### src/rtl/reshape_dispatch_pkg.sv
// Shared definitions for the reshape dispatcher: parameter defaults, FSM
// state encoding and a one-hot test helper sized for the widest legal op count.
package reshape_dispatch_pkg;

  localparam int unsigned DEF_NUM_OPS = 4;
  localparam int unsigned DEF_STATE_W = 8;
  localparam int unsigned DEF_TMO_W   = 16;
  localparam int unsigned MAX_OPS     = 8;

  typedef enum logic [1:0] {
    ST_IDLE = 2'd0,
    ST_RUN  = 2'd1,
    ST_IRQ  = 2'd2,
    ST_ERR  = 2'd3
  } state_e;

  // True when exactly one bit is set; callers zero-extend to MAX_OPS.
  function automatic logic is_onehot(input logic [MAX_OPS-1:0] v);
    return (v != '0) && ((v & (v - {{(MAX_OPS-1){1'b0}}, 1'b1})) == '0);
  endfunction

endpackage

### src/rtl/reshape_watchdog.sv
// Watchdog counter for a running reshape op.
// Ports:
//   clk, rst : clock, synchronous active-high reset
//   clear    : zero the counter (takes priority over enable)
//   enable   : count one cycle; also qualifies expire
//   limit    : cycle limit, 0 disables expiry
//   expire   : combinational, high on the enabled cycle where count == limit-1
module reshape_watchdog #(
  parameter int unsigned TMO_W = 16
) (
  input  logic             clk,
  input  logic             rst,
  input  logic             clear,
  input  logic             enable,
  input  logic [TMO_W-1:0] limit,
  output logic             expire
);

  logic [TMO_W-1:0] cnt;

  always_ff @(posedge clk) begin
    if (rst || clear) begin
      cnt <= '0;
    end else if (enable) begin
      cnt <= cnt + TMO_W'(1);
    end
  end

  assign expire = enable && (limit != '0) && (cnt == limit - TMO_W'(1));

endmodule

### src/rtl/reshape_dispatch.sv
// Reshape operation dispatcher: accepts a one-hot op command, pulses the
// start/DMA strobes, waits for that op's completion (guarded by a watchdog),
// then waits for an all-ones interrupt acknowledge before returning to idle.
// Ports:
//   clk, rst          : clock, synchronous active-high reset
//   Control_Reshape   : one-hot op command; all-ones = interrupt acknowledge
//   Complete          : per-op completion (level or pulse)
//   Timeout_Limit     : watchdog limit in cycles, 0 disables
//   Start_Reshape     : one-cycle start pulse for the selected op
//   State             : registered status code (lags the FSM by one cycle)
//   DMA_read_valid, DMA_write_valid, DMA_read_valid_2 : op-start pulses
//   End_Control       : inverse of the last one-hot command
//   Next_Reg          : pulse on normal acknowledge out of IRQ
//   Busy              : FSM not idle
//   Err_Timeout       : sticky watchdog flag, cleared on leaving ERR
//   Err_Illegal       : pulse on a malformed command in idle
module reshape_dispatch
  import reshape_dispatch_pkg::*;
#(
  parameter int unsigned NUM_OPS = DEF_NUM_OPS,
  parameter int unsigned STATE_W = DEF_STATE_W,
  parameter int unsigned TMO_W   = DEF_TMO_W,
  parameter logic [NUM_OPS-1:0] RD2_MASK = NUM_OPS'(1)
) (
  input  logic               clk,
  input  logic               rst,
  input  logic [NUM_OPS-1:0] Control_Reshape,
  input  logic [NUM_OPS-1:0] Complete,
  input  logic [TMO_W-1:0]   Timeout_Limit,
  output logic [NUM_OPS-1:0] Start_Reshape,
  output logic [STATE_W-1:0] State,
  output logic               DMA_read_valid,
  output logic               DMA_write_valid,
  output logic               DMA_read_valid_2,
  output logic [NUM_OPS-1:0] End_Control,
  output logic               Next_Reg,
  output logic               Busy,
  output logic               Err_Timeout,
  output logic               Err_Illegal
);

  state_e             state_q, state_d;
  logic [NUM_OPS-1:0] op_q, op_d;
  logic [TMO_W-1:0]   lim_q, lim_d;

  logic [MAX_OPS-1:0] ctrl_ext;
  logic               cmd_onehot, cmd_ack, cmd_zero;

  logic               wd_clear, wd_expire;

  logic [NUM_OPS-1:0] start_d;
  logic               dma_d, rd2_d, next_reg_d, illegal_d, tmo_d;
  logic [STATE_W-1:0] code_d;
  logic [NUM_OPS-1:0] end_ctrl_d;

  always_comb begin
    ctrl_ext = '0;
    ctrl_ext[NUM_OPS-1:0] = Control_Reshape;
  end

  assign cmd_onehot = is_onehot(ctrl_ext);
  assign cmd_ack    = &Control_Reshape;
  assign cmd_zero   = (Control_Reshape == '0);

  reshape_watchdog #(
    .TMO_W(TMO_W)
  ) u_watchdog (
    .clk   (clk),
    .rst   (rst),
    .clear (wd_clear),
    .enable(state_q == ST_RUN),
    .limit (lim_q),
    .expire(wd_expire)
  );

  always_ff @(posedge clk) begin
    if (rst) begin
      state_q <= ST_IDLE;
      op_q    <= '0;
      lim_q   <= '0;
    end else begin
      state_q <= state_d;
      op_q    <= op_d;
      lim_q   <= lim_d;
    end
  end

  always_comb begin
    state_d    = state_q;
    op_d       = op_q;
    lim_d      = lim_q;
    start_d    = '0;
    dma_d      = 1'b0;
    rd2_d      = 1'b0;
    next_reg_d = 1'b0;
    illegal_d  = 1'b0;
    tmo_d      = Err_Timeout;
    wd_clear   = 1'b0;

    case (state_q)
      ST_IDLE: begin
        if (cmd_onehot) begin
          state_d  = ST_RUN;
          op_d     = Control_Reshape;
          lim_d    = Timeout_Limit;
          start_d  = Control_Reshape;
          dma_d    = 1'b1;
          rd2_d    = |(Control_Reshape & RD2_MASK);
          wd_clear = 1'b1;
        end else if (!cmd_zero && !cmd_ack) begin
          illegal_d = 1'b1;
        end
      end
      ST_RUN: begin
        // Completion is checked first so it wins over a same-cycle expiry.
        if (|(Complete & op_q)) begin
          state_d = ST_IRQ;
        end else if (wd_expire) begin
          state_d = ST_ERR;
          tmo_d   = 1'b1;
        end
      end
      ST_IRQ: begin
        if (cmd_ack) begin
          state_d    = ST_IDLE;
          next_reg_d = 1'b1;
        end
      end
      ST_ERR: begin
        if (cmd_ack) begin
          state_d = ST_IDLE;
          tmo_d   = 1'b0;
        end
      end
      default: state_d = ST_IDLE;
    endcase

    code_d = '0;
    case (state_q)
      ST_RUN:  code_d[NUM_OPS-1:0] = op_q;
      ST_IRQ:  code_d[NUM_OPS-1:0] = '1;
      ST_ERR:  code_d = '1;
      default: code_d = '0;
    endcase

    end_ctrl_d = cmd_onehot ? ~Control_Reshape : End_Control;
  end

  always_ff @(posedge clk) begin
    if (rst) begin
      Start_Reshape    <= '0;
      State            <= '0;
      DMA_read_valid   <= 1'b0;
      DMA_write_valid  <= 1'b0;
      DMA_read_valid_2 <= 1'b0;
      End_Control      <= '1;
      Next_Reg         <= 1'b0;
      Err_Timeout      <= 1'b0;
      Err_Illegal      <= 1'b0;
    end else begin
      Start_Reshape    <= start_d;
      State            <= code_d;
      DMA_read_valid   <= dma_d;
      DMA_write_valid  <= dma_d;
      DMA_read_valid_2 <= rd2_d;
      End_Control      <= end_ctrl_d;
      Next_Reg         <= next_reg_d;
      Err_Timeout      <= tmo_d;
      Err_Illegal      <= illegal_d;
    end
  end

  assign Busy = (state_q != ST_IDLE);

endmodule

### config.mk
export PLATFORM = sky130hd
export DESIGN_NAME = reshape_dispatch
export DESIGN_NICKNAME = d
export VERILOG_FILES = /design/src/rtl/reshape_dispatch_pkg.sv /design/src/rtl/reshape_watchdog.sv /design/src/rtl/reshape_dispatch.sv
export SDC_FILE = /design/constraint.sdc
export NUM_CORES = 1
export LEC_CHECK = 0
export ABC_AREA = 1
export ABC_CLOCK_PERIOD_IN_PS = 4500
export BUFFER_PORTS_ARGS = -buffer_cell sky130_fd_sc_hd__buf_2
export CORE_ASPECT_RATIO = 0.5
export CORE_MARGIN = 2
export CORE_UTILIZATION = 46
export DETAILED_ROUTE_END_ITERATION = 16
export PLACE_DENSITY = 0.69
export SYNTH_ARGS = -nofsm -noshare
export SYNTH_HDL_FRONTEND = slang
export SYNTH_HIERARCHICAL = 1
export SYNTH_SLANG_ARGS = --single-unit
### constraint.sdc
create_clock -name clk -period 4.5 [get_ports clk]
set_input_delay 0.45 -clock clk [delete_from_list [all_inputs] [get_ports clk]]
set_output_delay 0.45 -clock clk [all_outputs]
set_load 0.02 [all_outputs]
==> results.sh, run 1 <==
export IMPL_grt_pass1_vias=2644
export IMPL_p_int_uw=945
export IMPL_grt_overflow=0
export IMPL_tightest_slew_ps=951
export IMPL_antenna_found_initial=0
export IMPL_ant_nets=0
export IMPL_p_comb_share_pct=35.0
export IMPL_grt_pass1_wl_um=12100
export IMPL_yosysWarnings=6
export IMPL_cp_required_ps=4740
export IMPL_wire_per_inst_um=11.2
export IMPL_cp_cell_sequence="inv_1 -> nor2_1 -> nand2_1 -> nor2_1 -> nand2_1 -> a21oi_1 -> nand3_1 -> nor2_1 -> nand4_1 -> nor2_1 -> nor3_1 -> nand2_1 -> nand2_1 -> nand2_1 -> nand2_1 -> nor2_1"
export IMPL_hold_class="in2reg"
export IMPL_fillers=680
export IMPL_routed_wl_um=6750
export IMPL_numCtsBuffers=5
export IMPL_finalClockSkew_ps=8.07
export IMPL_yosys_top_cells_count="nand2_1 (117), nor2_1 (76), inv_1 (62), dfxtp_1 (55), a21oi_1 (20)"
export IMPL_cpMaxStageDelayCell="nor2_1"
export IMPL_yosysMostFrequentCell="nand2_1"
export IMPL_cts_sinks=55
export IMPL_crit_type="reg2reg"
export IMPL_dr_pass1_iters=5
export IMPL_fin_cells=600
export IMPL_synth_edff_count=0
export IMPL_status="completed"
export IMPL_synth_flop_cell="dfxtp_1"
export IMPL_cts_resized=0
export IMPL_drcViolationCount=0
export IMPL_placed_cells=592
export IMPL_setup_viol=0
export IMPL_dp_slack_ps=1920
export IMPL_die_area_um2=7540
export IMPL_tns_ps=0
export IMPL_finalHoldViolations=0
export IMPL_synth_async_reset_ratio_pct=0
export IMPL_place_detailed_hpwl_um=5070
export IMPL_multi_input_comb_area_um2=1670
export IMPL_syn_area_per_cell_um2=6.69
export IMPL_worstPathArrival_ps=2900
export IMPL_cts_root_buf="clkbuf_16"
export IMPL_ctsLongestPathBuffers=2
export IMPL_ys_ff_latch=55
export IMPL_gp_congestion=0.849
export IMPL_synth_area_top_cells="dfxtp_1 (35%), nand2_1 (14%), nor2_1 (9.1%)"
export IMPL_fp_row_count=21
export IMPL_p_per_area_nw_per_um2=447
export IMPL_holdPathStages=2
export IMPL_antenna_cells=0
export IMPL_pwr_share_clk_pct=26.5
export IMPL_seq_area_um2=1100
export IMPL_crit_top_cell="nand2_1"
export IMPL_ys_types=32
export IMPL_fp_dieH_um=62.4
export IMPL_ir_worst_vdd_uv=261
export IMPL_synth_top_cell_by_area="dfxtp_1"
export IMPL_synth_cells=469
export IMPL_num_vias=2903
export IMPL_maxCapViolations=0
export IMPL_fin_nets=535
export IMPL_via_per_inst=4.84
export IMPL_die_x_um=121
export IMPL_io_buffers=48
export IMPL_cts_setup_buffers=0
export IMPL_synthDominantCellAreaShare_pct=35.1
export IMPL_cts_clk_slew_worst_paths_ps=80
export IMPL_finalCritPeriodShare_pct=59.1
export IMPL_reg2reg_depth=16
export IMPL_ctsHtreeMaxLevel=2
export IMPL_synthesis_nets=497
export IMPL_drtIter0Drc=112
export IMPL_max_freq_ghz=0.376
export IMPL_rsz0062_at_grt="false"
export IMPL_crit_path_max_fanout=11
export IMPL_hold_worst_slack_ps=427
export IMPL_startpoint_type="flop"
export IMPL_drive_gt1_share_pct=18.9
export IMPL_critical_path_max_stage_delay_ps=670
export IMPL_fin_util_pct=53.1
export IMPL_synth_area_um2=3140
export IMPL_num_io_pins=49
export IMPL_ys_seq_area_share_pct=35.1
export IMPL_p_seq_share_pct=38.5
export IMPL_setup_ws_ps=1840
export IMPL_max_slew_margin_pct=36.5
export IMPL_gr_usage_all_layers_pct=19.9
export IMPL_critPathCaptureType="flop"
export IMPL_swShare_pct=40.1
export IMPL_leakagePower_uw=0.00177
export IMPL_power_switching_uw=632
export IMPL_grt_max_degree=33
export IMPL_area_delta_synth_final_pct=12.4
export IMPL_design_core_area_um2=6650
export IMPL_clock_latency_ps=300
export IMPL_final_min_clock_period_ps=2660
export IMPL_tritoncts="done"
export IMPL_slew_violations=0
export IMPL_cts_hold_buf=0
export IMPL_start_util_pct=47.2
==> critical path, delay by kind of cell (launching register included) <==
family / cells / cell delay (ps)
simple gates: 14 / 1830
buf+inv: 1 / 120
compound gates: 1 / 120
flops: 1 / 520
==> worst paths after layout <==
path	start	endpoint	slack [ps]
min reg2reg	u_watchdog/cnt[10]	u_watchdog/cnt[10]	480
min	rst	State[6]	430
max reg2reg	state_q[0]	state_q[0]	1840
max	state_q[0]	state_q[0]	1840
==> placed cells by master (no fill, tap or decap), types with 5 or more instances in the layout <==
master	n
buf_2	48
o21ai_0	11
nand3_1	19
clkbuf_16	5
a21oi_1	20
inv_1	62
nand3_2	5
nor3_1	8
nor2_2	17
dfxtp_1	55
xnor2_1	6
xor2_1	7
nand4_1	19
nand2_1	117
nor2_1	76
nand2_2	5
==> flip-flops by register name (all words and copies together) (netlist names), 2 cells and up <==
signal	count
u_watchdog/cnt	16
Start_Reshape	4
State	5
op_q	4
End_Control	4
lim_q	16
state_q	2
==> cells by family after synthesis <==
kind of cell             count (synthesis)  synth area share [%]
AND/OR/NAND/NOR                        278                  42.1
AO/OA/AOI/OAI                           38                  6.62
XOR/XNOR                                13                  3.63
adder cells (fa/ha/maj)                  2                 0.797
flip-flops                              55                  35.1
buffers and inverters                   83                  11.8
==> stage by stage <==
stage / area [um^2] / total power (uW)
3_3_place_gp: 3370 / 1170
5_1_grt: 3530 / 1700
3_5_place_dp: 3370 / 1170
4_1_cts: 3530 / 1590
2_1_floorplan: 3140 / 1070
6_report: 3530 / 1580
==> final cells by class <==
cell class | instances | area share [%]
multi-input combinational | 331 | 47.3
clock buffer | 5 | 3.55
sequential | 55 | 31.2
inverter | 66 | 7.02
timing repair buffer | 48 | 6.81
tap | 92 | 3.26
clock inverter | 3 | 0.887
==> layer usage <==
metal  routed length, um  part of all wire (%)  GRT usage [%]
met5                   0                     0              0
met4                  64                  0.95           5.09
met3                 312                   4.6           3.92
met2                3040                    45           31.7
met1                3330                    49           27.7
==> power by group through the flow <==
stage               clock network, uW  registers (uW)  logic (uW)
finish                            418             608         552
CTS                               427             607         554
global placement                    0             617         550
detailed placement                  0             618         550
global route                      445             619         641
floorplan                           0             610         455
(Power assumes the default switching activity.)
==> run 2, diff against run 1 <==
--- a/config.mk
+++ b/config.mk
@@ -5,14 +5,14 @@
 export SDC_FILE = /design/constraint.sdc
 export NUM_CORES = 1
 export LEC_CHECK = 0
-export ABC_AREA = 1
-export ABC_CLOCK_PERIOD_IN_PS = 4500
+export ABC_AREA = 0
+export ABC_CLOCK_PERIOD_IN_PS = 2300
 export BUFFER_PORTS_ARGS = -buffer_cell sky130_fd_sc_hd__buf_2
 export CORE_ASPECT_RATIO = 0.5
 export CORE_MARGIN = 2
 export CORE_UTILIZATION = 46
 export DETAILED_ROUTE_END_ITERATION = 16
-export PLACE_DENSITY = 0.69
+export PLACE_DENSITY = 0.72
 export SYNTH_ARGS = -nofsm -noshare
 export SYNTH_HDL_FRONTEND = slang
 export SYNTH_HIERARCHICAL = 1
==> constraint.sdc (replaced) <==
create_clock -name clk -period 2.3 [get_ports clk]
set_input_delay 0.23 -clock clk [delete_from_list [all_inputs] [get_ports clk]]
set_output_delay 0.23 -clock clk [all_outputs]
set_load 0.02 [all_outputs]
==> run 2 against run 1 <==
Critical path type unchanged. Critical path depth fell by 8. Clock power grew 120%. Via count is 11% lower. Maximum frequency increased by 17%. Register-to-register slack worse by 1800 ps. Wire length increased by 7.8%. Worst hold slack got worse by 240 ps. Synthesized cell count decreased by 26%.
==> results.sh, run 2 <==
export IMPL_status="completed"
export IMPL_p_per_area_nw_per_um2=680
export IMPL_setup_viol=0
export IMPL_clock_latency_ps=300
export IMPL_p_comb_share_pct=22.8
export IMPL_yosysMostFrequentCell="dfxtp_1"
export IMPL_die_x_um=119
export IMPL_synthDominantCellAreaShare_pct=35.9
export IMPL_mostFrequentLayoutCells="dfxtp_1 (52), buf_2 (48), nand2b_1 (38)"
export IMPL_drive_gt1_share_pct=27.3
export IMPL_yosysWarnings=6
export IMPL_fin_util_pct=58.9
export IMPL_final_min_clock_period_ps=2280
export IMPL_drtIter0Drc=151
export IMPL_cts_clk_slew_worst_paths_ps=70
export IMPL_synth_simple_gate_area_share_pct=28.1
export IMPL_cp_cell_sequence="or3_4 -> or4_4 -> o32ai_2 -> a31oi_1 -> nand4b_4 -> a211oi_4 -> a41oi_2 -> a311oi_1"
export IMPL_maxCapViolations=0
export IMPL_rsz0062_at_grt="true"
export IMPL_grt_max_degree=58
export IMPL_ff2ff_setup_slack_ps=20
export IMPL_design_core_area_um2=6260
export IMPL_pwr_share_clk_pct=36.4
export IMPL_dr_pass1_iters=4
export IMPL_critical_path_max_stage_delay_ps=490
export IMPL_worstPathArrival_ps=2490
export IMPL_synth_cells=345
export IMPL_synthesis_nets=373
export IMPL_synth_xor_area_share_pct=9.71
export IMPL_final_common_cell="dfxtp_1"
export IMPL_ant_nets=0
export IMPL_multi_input_comb_area_um2=1840
export IMPL_cts_sinks=55
export IMPL_crit_path_max_fanout=4
export IMPL_finalHoldViolations=0
export IMPL_num_vias=2590
export IMPL_seq_area_um2=1100
export IMPL_p_int_uw=1800
export IMPL_finalCritPeriodShare_pct=99.2
export IMPL_num_io_pins=49
export IMPL_die_area_um2=7380
export IMPL_synth_flop_cell="dfxtp_1"
export IMPL_grt_pass1_wl_um=11700
export IMPL_routed_wl_um=7270
export IMPL_wire_per_inst_um=15.0
export IMPL_swShare_pct=28.3
export IMPL_synth_area_top_cells="dfxtp_1 (36%), nand2b_1 (7.8%), mux2i_1 (6.2%)"
export IMPL_fin_nets=423
export IMPL_synth_top_cell_by_area="dfxtp_1"
export IMPL_fp_row_count=20
export IMPL_antenna_cells=0
export IMPL_io_buffers=48
export IMPL_reg_largest_list="lim_q x16, u_watchdog/cnt x16, State x5"
export IMPL_tritoncts="done"
export IMPL_place_detailed_hpwl_um=5130
export IMPL_finalClockSkew_ps=4.49
export IMPL_synth_top_family_by_area="simple AND/OR/NAND/NOR gates"
export IMPL_ys_seq_area_share_pct=35.9
export IMPL_synth_area_um2=3070
export IMPL_gp_congestion=0.873
export IMPL_slew_violations=0
export IMPL_cts_root_buf="clkbuf_16"
export IMPL_crit_type="reg2reg"
export IMPL_max_slew_margin_pct=46.8
export IMPL_cpMaxStageDelayCell="or4_4"
export IMPL_power_switching_uw=709
export IMPL_tightest_slew_ps=799
export IMPL_yosys_top_cells_count="dfxtp_1 (55), nand2b_1 (38), nor2_1 (32), mux2i_1 (19), xnor2_1 (18)"
export IMPL_critPathCaptureType="flop"
export IMPL_start_util_pct=49.0
export IMPL_fp_dieH_um=61.7
export IMPL_synth_async_reset_ratio_pct=0
export IMPL_gr_usage_all_layers_pct=20.3
export IMPL_p_seq_share_pct=40.9
export IMPL_grt_pass1_vias=2424
export IMPL_startpoint_type="flop"
export IMPL_fillers=558
export IMPL_drcViolationCount=0
export IMPL_numCtsBuffers=5
export IMPL_area_delta_synth_final_pct=20.2
export IMPL_via_per_inst=5.35
export IMPL_syn_area_per_cell_um2=8.89
export IMPL_ys_types=56
export IMPL_max_freq_ghz=0.438
export IMPL_ctsHtreeMaxLevel=2
export IMPL_cts_hold_buf=0
export IMPL_muxShareOfSynthArea_pct=6.57
export IMPL_power_uw=2510
export IMPL_synth_compound_area_share_pct=11.7
export IMPL_leakagePower_uw=0.00149
export IMPL_ir_worst_vdd_uv=328
export IMPL_cp_required_ps=2510
export IMPL_ys_ff_latch=55
export IMPL_synthAdderAreaFrac_pct=1.14
export IMPL_antenna_found_initial=0
export IMPL_grt_overflow=0
export IMPL_hold_class="in2reg"
export IMPL_synth_edff_count=0
export IMPL_ctsLongestPathBuffers=2
## run 2: cells by family (layout without fill, tap and decap cells)
logic type               count (synthesis)  count (layout)
AND/OR/NAND/NOR                        145             145
flip-flops                              55              55
AO/OA/AOI/OAI                           52              52
buffers and inverters                   36              87
XOR/XNOR                                34              34
multiplexers                            20              20
adder cells (fa/ha/maj)                  3               3
## run 2: area by class of cell
type	instances	share of cell area (%)
flip-flops and latches	55	30.0
repair buffers	72	11.4
clock buffers	6	3.77
clock inverters	2	1.05
well taps	88	2.99
multi-input cells	254	49.9
inverters	7	0.917
## run 2: per-stage QoR
stage          hold slack (ps)  setup WS (ps)  cells  TNS (ps)  instance area (um^2)
3_3_place_gp               489          -12.4    476     -12.4                  3420
5_1_grt                    193           -126    484      -134                  3680
4_1_cts                    190           20.9    484         0                  3640
3_5_place_dp               491          -92.3    476     -92.3                  3420
2_1_floorplan              385           48.9    345         0                  3070
6_report                   183           18.7    484         0                  3680
## run 2: timing repair
item / CTS / global route
resized for setup: 7 / 11
gates cloned: 0 / 0
setup buffers: 0 / 0
endpoints found under the setup margin: 1 / 2
pin swaps: 3 / 0
## run 2: final timing paths
check                                      start          end  cells after the start
worst min-delay path            Timeout_Limit[3]     lim_q[3]                      3
worst max-delay path                    lim_q[2]  Err_Timeout                      8
worst min register to register         lim_q[10]    lim_q[10]                      2
worst max register to register          lim_q[2]  Err_Timeout                      8
## run 2: power by group through the flow
stage	Combinational, uW	Sequential [uW]	Clock [uW]
2_1_floorplan	379	1050	0
3_3_place_gp	512	1040	0
3_5_place_dp	524	1040	0
4_1_cts	549	1020	924
5_1_grt	625	1030	958
6_report	571	1020	912
## run 2: worst max-delay path: cells and delay by family, from the launching register on
family,cells,cell delay (ps)
AO/OA/AOI/OAI,5,790
flip-flops,1,340
AND/OR/NAND/NOR,3,1070
## run 2: routing by layer
metal | wire, um | global-route usage (%)
met3 | 384 | 3.65
met5 | 0 | 0
met4 | 88 | 6.05
met1 | 3330 | 26.7
met2 | 3470 | 35.2
==> run 3, diff against run 2 <==
--- a/config.mk
+++ b/config.mk
@@ -13,6 +13,7 @@
 export CORE_UTILIZATION = 46
 export DETAILED_ROUTE_END_ITERATION = 16
 export PLACE_DENSITY = 0.72
+export RECOVER_POWER = 50
 export SYNTH_ARGS = -nofsm -noshare
 export SYNTH_HDL_FRONTEND = slang
 export SYNTH_HIERARCHICAL = 1
==> run 3 against run 2 <==
Core utilization fell by 0.66 points. Register-to-register slack barely moved. Clock power hardly changed. Worst hold slack barely moved. Final area shrank 1.1%. Global-route usage stayed put. Largest cell class unchanged.
==> results.sh, run 3 (synthesized netlist as in run 2, its figures left out) <==
export IMPL_status="completed"
export IMPL_fp_row_count=20
export IMPL_top_usage_layer="met2"
export IMPL_pwr_share_clk_pct=36.5
export IMPL_fin_nets=423
export IMPL_critical_path_max_stage_delay_ps=490
export IMPL_setup_viol=0
export IMPL_p_int_uw=1790
export IMPL_grt_max_degree=58
export IMPL_crit_type="reg2reg"
export IMPL_via_per_inst=5.32
export IMPL_maxCapViolations=0
export IMPL_grt_pass1_wl_um=11700
export IMPL_gr_usage_all_layers_pct=20.3
export IMPL_power_switching_uw=709
export IMPL_gp_congestion=0.873
export IMPL_numCtsBuffers=5
export IMPL_start_util_pct=49.0
export IMPL_final_min_clock_period_ps=2300
export IMPL_design_core_area_um2=6260
export IMPL_routed_wl_um=7280
export IMPL_cp_depth=8
export IMPL_reg_largest_list="lim_q x16, u_watchdog/cnt x16, State x5"
export IMPL_wire_per_inst_um=15.0
export IMPL_slew_violations=0
export IMPL_startpoint_type="flop"
export IMPL_finalInstanceArea_um2=3640
export IMPL_cts_hold_buf=0
export IMPL_critPathCaptureType="flop"
export IMPL_ctsLongestPathBuffers=2
export IMPL_die_x_um=119
export IMPL_crit_path_max_fanout=4
export IMPL_crit_buf_inv=0
export IMPL_reg2reg_from="lim_q[2]"
export IMPL_finalCritPeriodShare_pct=99.8
export IMPL_max_slew_margin_pct=47.0
export IMPL_power_uw=2500
export IMPL_drtIter0Drc=148
export IMPL_fp_dieH_um=61.7
export IMPL_cts_clk_slew_worst_paths_ps=70
export IMPL_place_detailed_hpwl_um=5130
export IMPL_startpoint="lim_q[2]"
export IMPL_cts_sinks=55
export IMPL_drcViolationCount=0
export IMPL_tritoncts="done"
export IMPL_leakagePower_uw=0.00140
export IMPL_cts_root_buf="clkbuf_16"
export IMPL_hold_class="in2reg"
export IMPL_clock_latency_ps=300
export IMPL_antenna_found_initial=0
export IMPL_dr_pass1_iters=4
export IMPL_worstPathArrival_ps=2510
export IMPL_finalHoldViolations=0
export IMPL_p_per_area_nw_per_um2=686
export IMPL_max_freq_ghz=0.436
export IMPL_met1_usage_pct=26.7
export IMPL_tns_ps=0
export IMPL_io_buffers=48
export IMPL_reg2reg_depth=8
export IMPL_grt_overflow=0
export IMPL_final_common_cell="dfxtp_1"
export IMPL_ff2ff_setup_slack_ps=5
export IMPL_cp_required_ps=2510
export IMPL_mostFrequentLayoutCells="dfxtp_1 (52), nand2b_1 (38), nor2_1 (32)"
export IMPL_drive_gt1_share_pct=20.5
export IMPL_hold_worst_slack_ps=184
export IMPL_num_vias=2575
export IMPL_p_seq_share_pct=41.0
export IMPL_num_io_pins=49
export IMPL_cp_cell_sequence="or3_4 -> or4_4 -> o32ai_2 -> a31oi_1 -> nand4b_4 -> a211oi_4 -> a41oi_2 -> a311oi_1"
export IMPL_grt_use_met3_pct=3.65
export IMPL_ir_worst_vdd_uv=326
export IMPL_area_delta_synth_final_pct=18.8
export IMPL_antenna_cells=0
export IMPL_reg2reg_to="Err_Timeout"
export IMPL_dpl_cell_area_um2=3420
export IMPL_die_area_um2=7380
export IMPL_rsz0062_at_grt="true"
export IMPL_ctsHtreeMaxLevel=2
export IMPL_finalClockSkew_ps=3.88
export IMPL_swShare_pct=28.4
export IMPL_fin_cells=484
export IMPL_ant_nets=0
export IMPL_grt_pass1_vias=2424
export IMPL_gr_usage_met2_pct=35.2
export IMPL_cp_top_family="simple AND/OR/NAND/NOR gates"
export IMPL_p_comb_share_pct=22.6
export IMPL_placed_cells=476
export IMPL_tightest_slew_ps=796
export IMPL_endpoint="Err_Timeout"
export IMPL_cpMaxStageDelayCell="or4_4"
## run 3: area by class of cell
class	instances	area [um^2]
Fill cell	578	2610
Multi-Input combinational cell	254	1830
Sequential cell	55	1100
Timing Repair Buffer	72	384
Clock buffer	6	139
Tap cell	88	110
Clock inverter	2	38.8
Inverter	7	33.8
## run 3: repair_timing
action / 4_1_cts / 5_1_grt
setup buffers: 0 / 0
endpoints found under the hold margin: 0 / 0
pin swaps: 3 / 0
endpoints found under the setup margin: 1 / 2
resized for setup: 7 / 11
## run 3: metrics by stage
| stage | utilization [%] | setup slack (ps) |
|---|---|---|
| floorplan | - | 48.9 |
| global placement | 54.6 | -12.4 |
| detailed placement | 54.6 | -92.3 |
| CTS | 58.1 | 20.9 |
| global route | 58.2 | -126 |
| finish | 58.2 | 4.82 |
## run 3: worst min path at each step
stage | startpoint | end | slack [ps] | cells after the start
6_report | Timeout_Limit[3] | lim_q[3] | 180 | 3
3_5_place_dp | op_q[0] | op_q[0] | 490 | 2
4_1_cts | Timeout_Limit[5] | lim_q[5] | 190 | 3
5_1_grt | Timeout_Limit[3] | lim_q[3] | 190 | 3
2_1_floorplan | Timeout_Limit[2] | lim_q[2] | 390 | 2
3_3_place_gp | lim_q[10] | lim_q[10] | 490 | 2
## run 3: worst reg2reg max path: cells and delay by family (launching register included)
family / cells / cell delay, ps
AND/OR/NAND/NOR: 3 / 1070
flip-flops: 1 / 340
AO/OA/AOI/OAI: 5 / 800
## run 3: per-layer routing
metal / share of wire [%] / up-vias / routed length [um]
met1: 47 / 1221 / 3410
met2: 48 / 53 / 3480
met3: 4.3 / 10 / 312
li1: - / 1291 / -
met4: 1.2 / 0 / 88
met5: 0 / - / 0
## run 3: power by group through the flow
| stage | registers (uW) | logic, uW | clock network [uW] |
|---|---|---|---|
| floorplan | 1050 | 379 | 0 |
| global placement | 1040 | 512 | 0 |
| detailed placement | 1040 | 524 | 0 |
| CTS | 1020 | 549 | 924 |
| global route | 1030 | 617 | 958 |
| finish | 1020 | 564 | 911 |
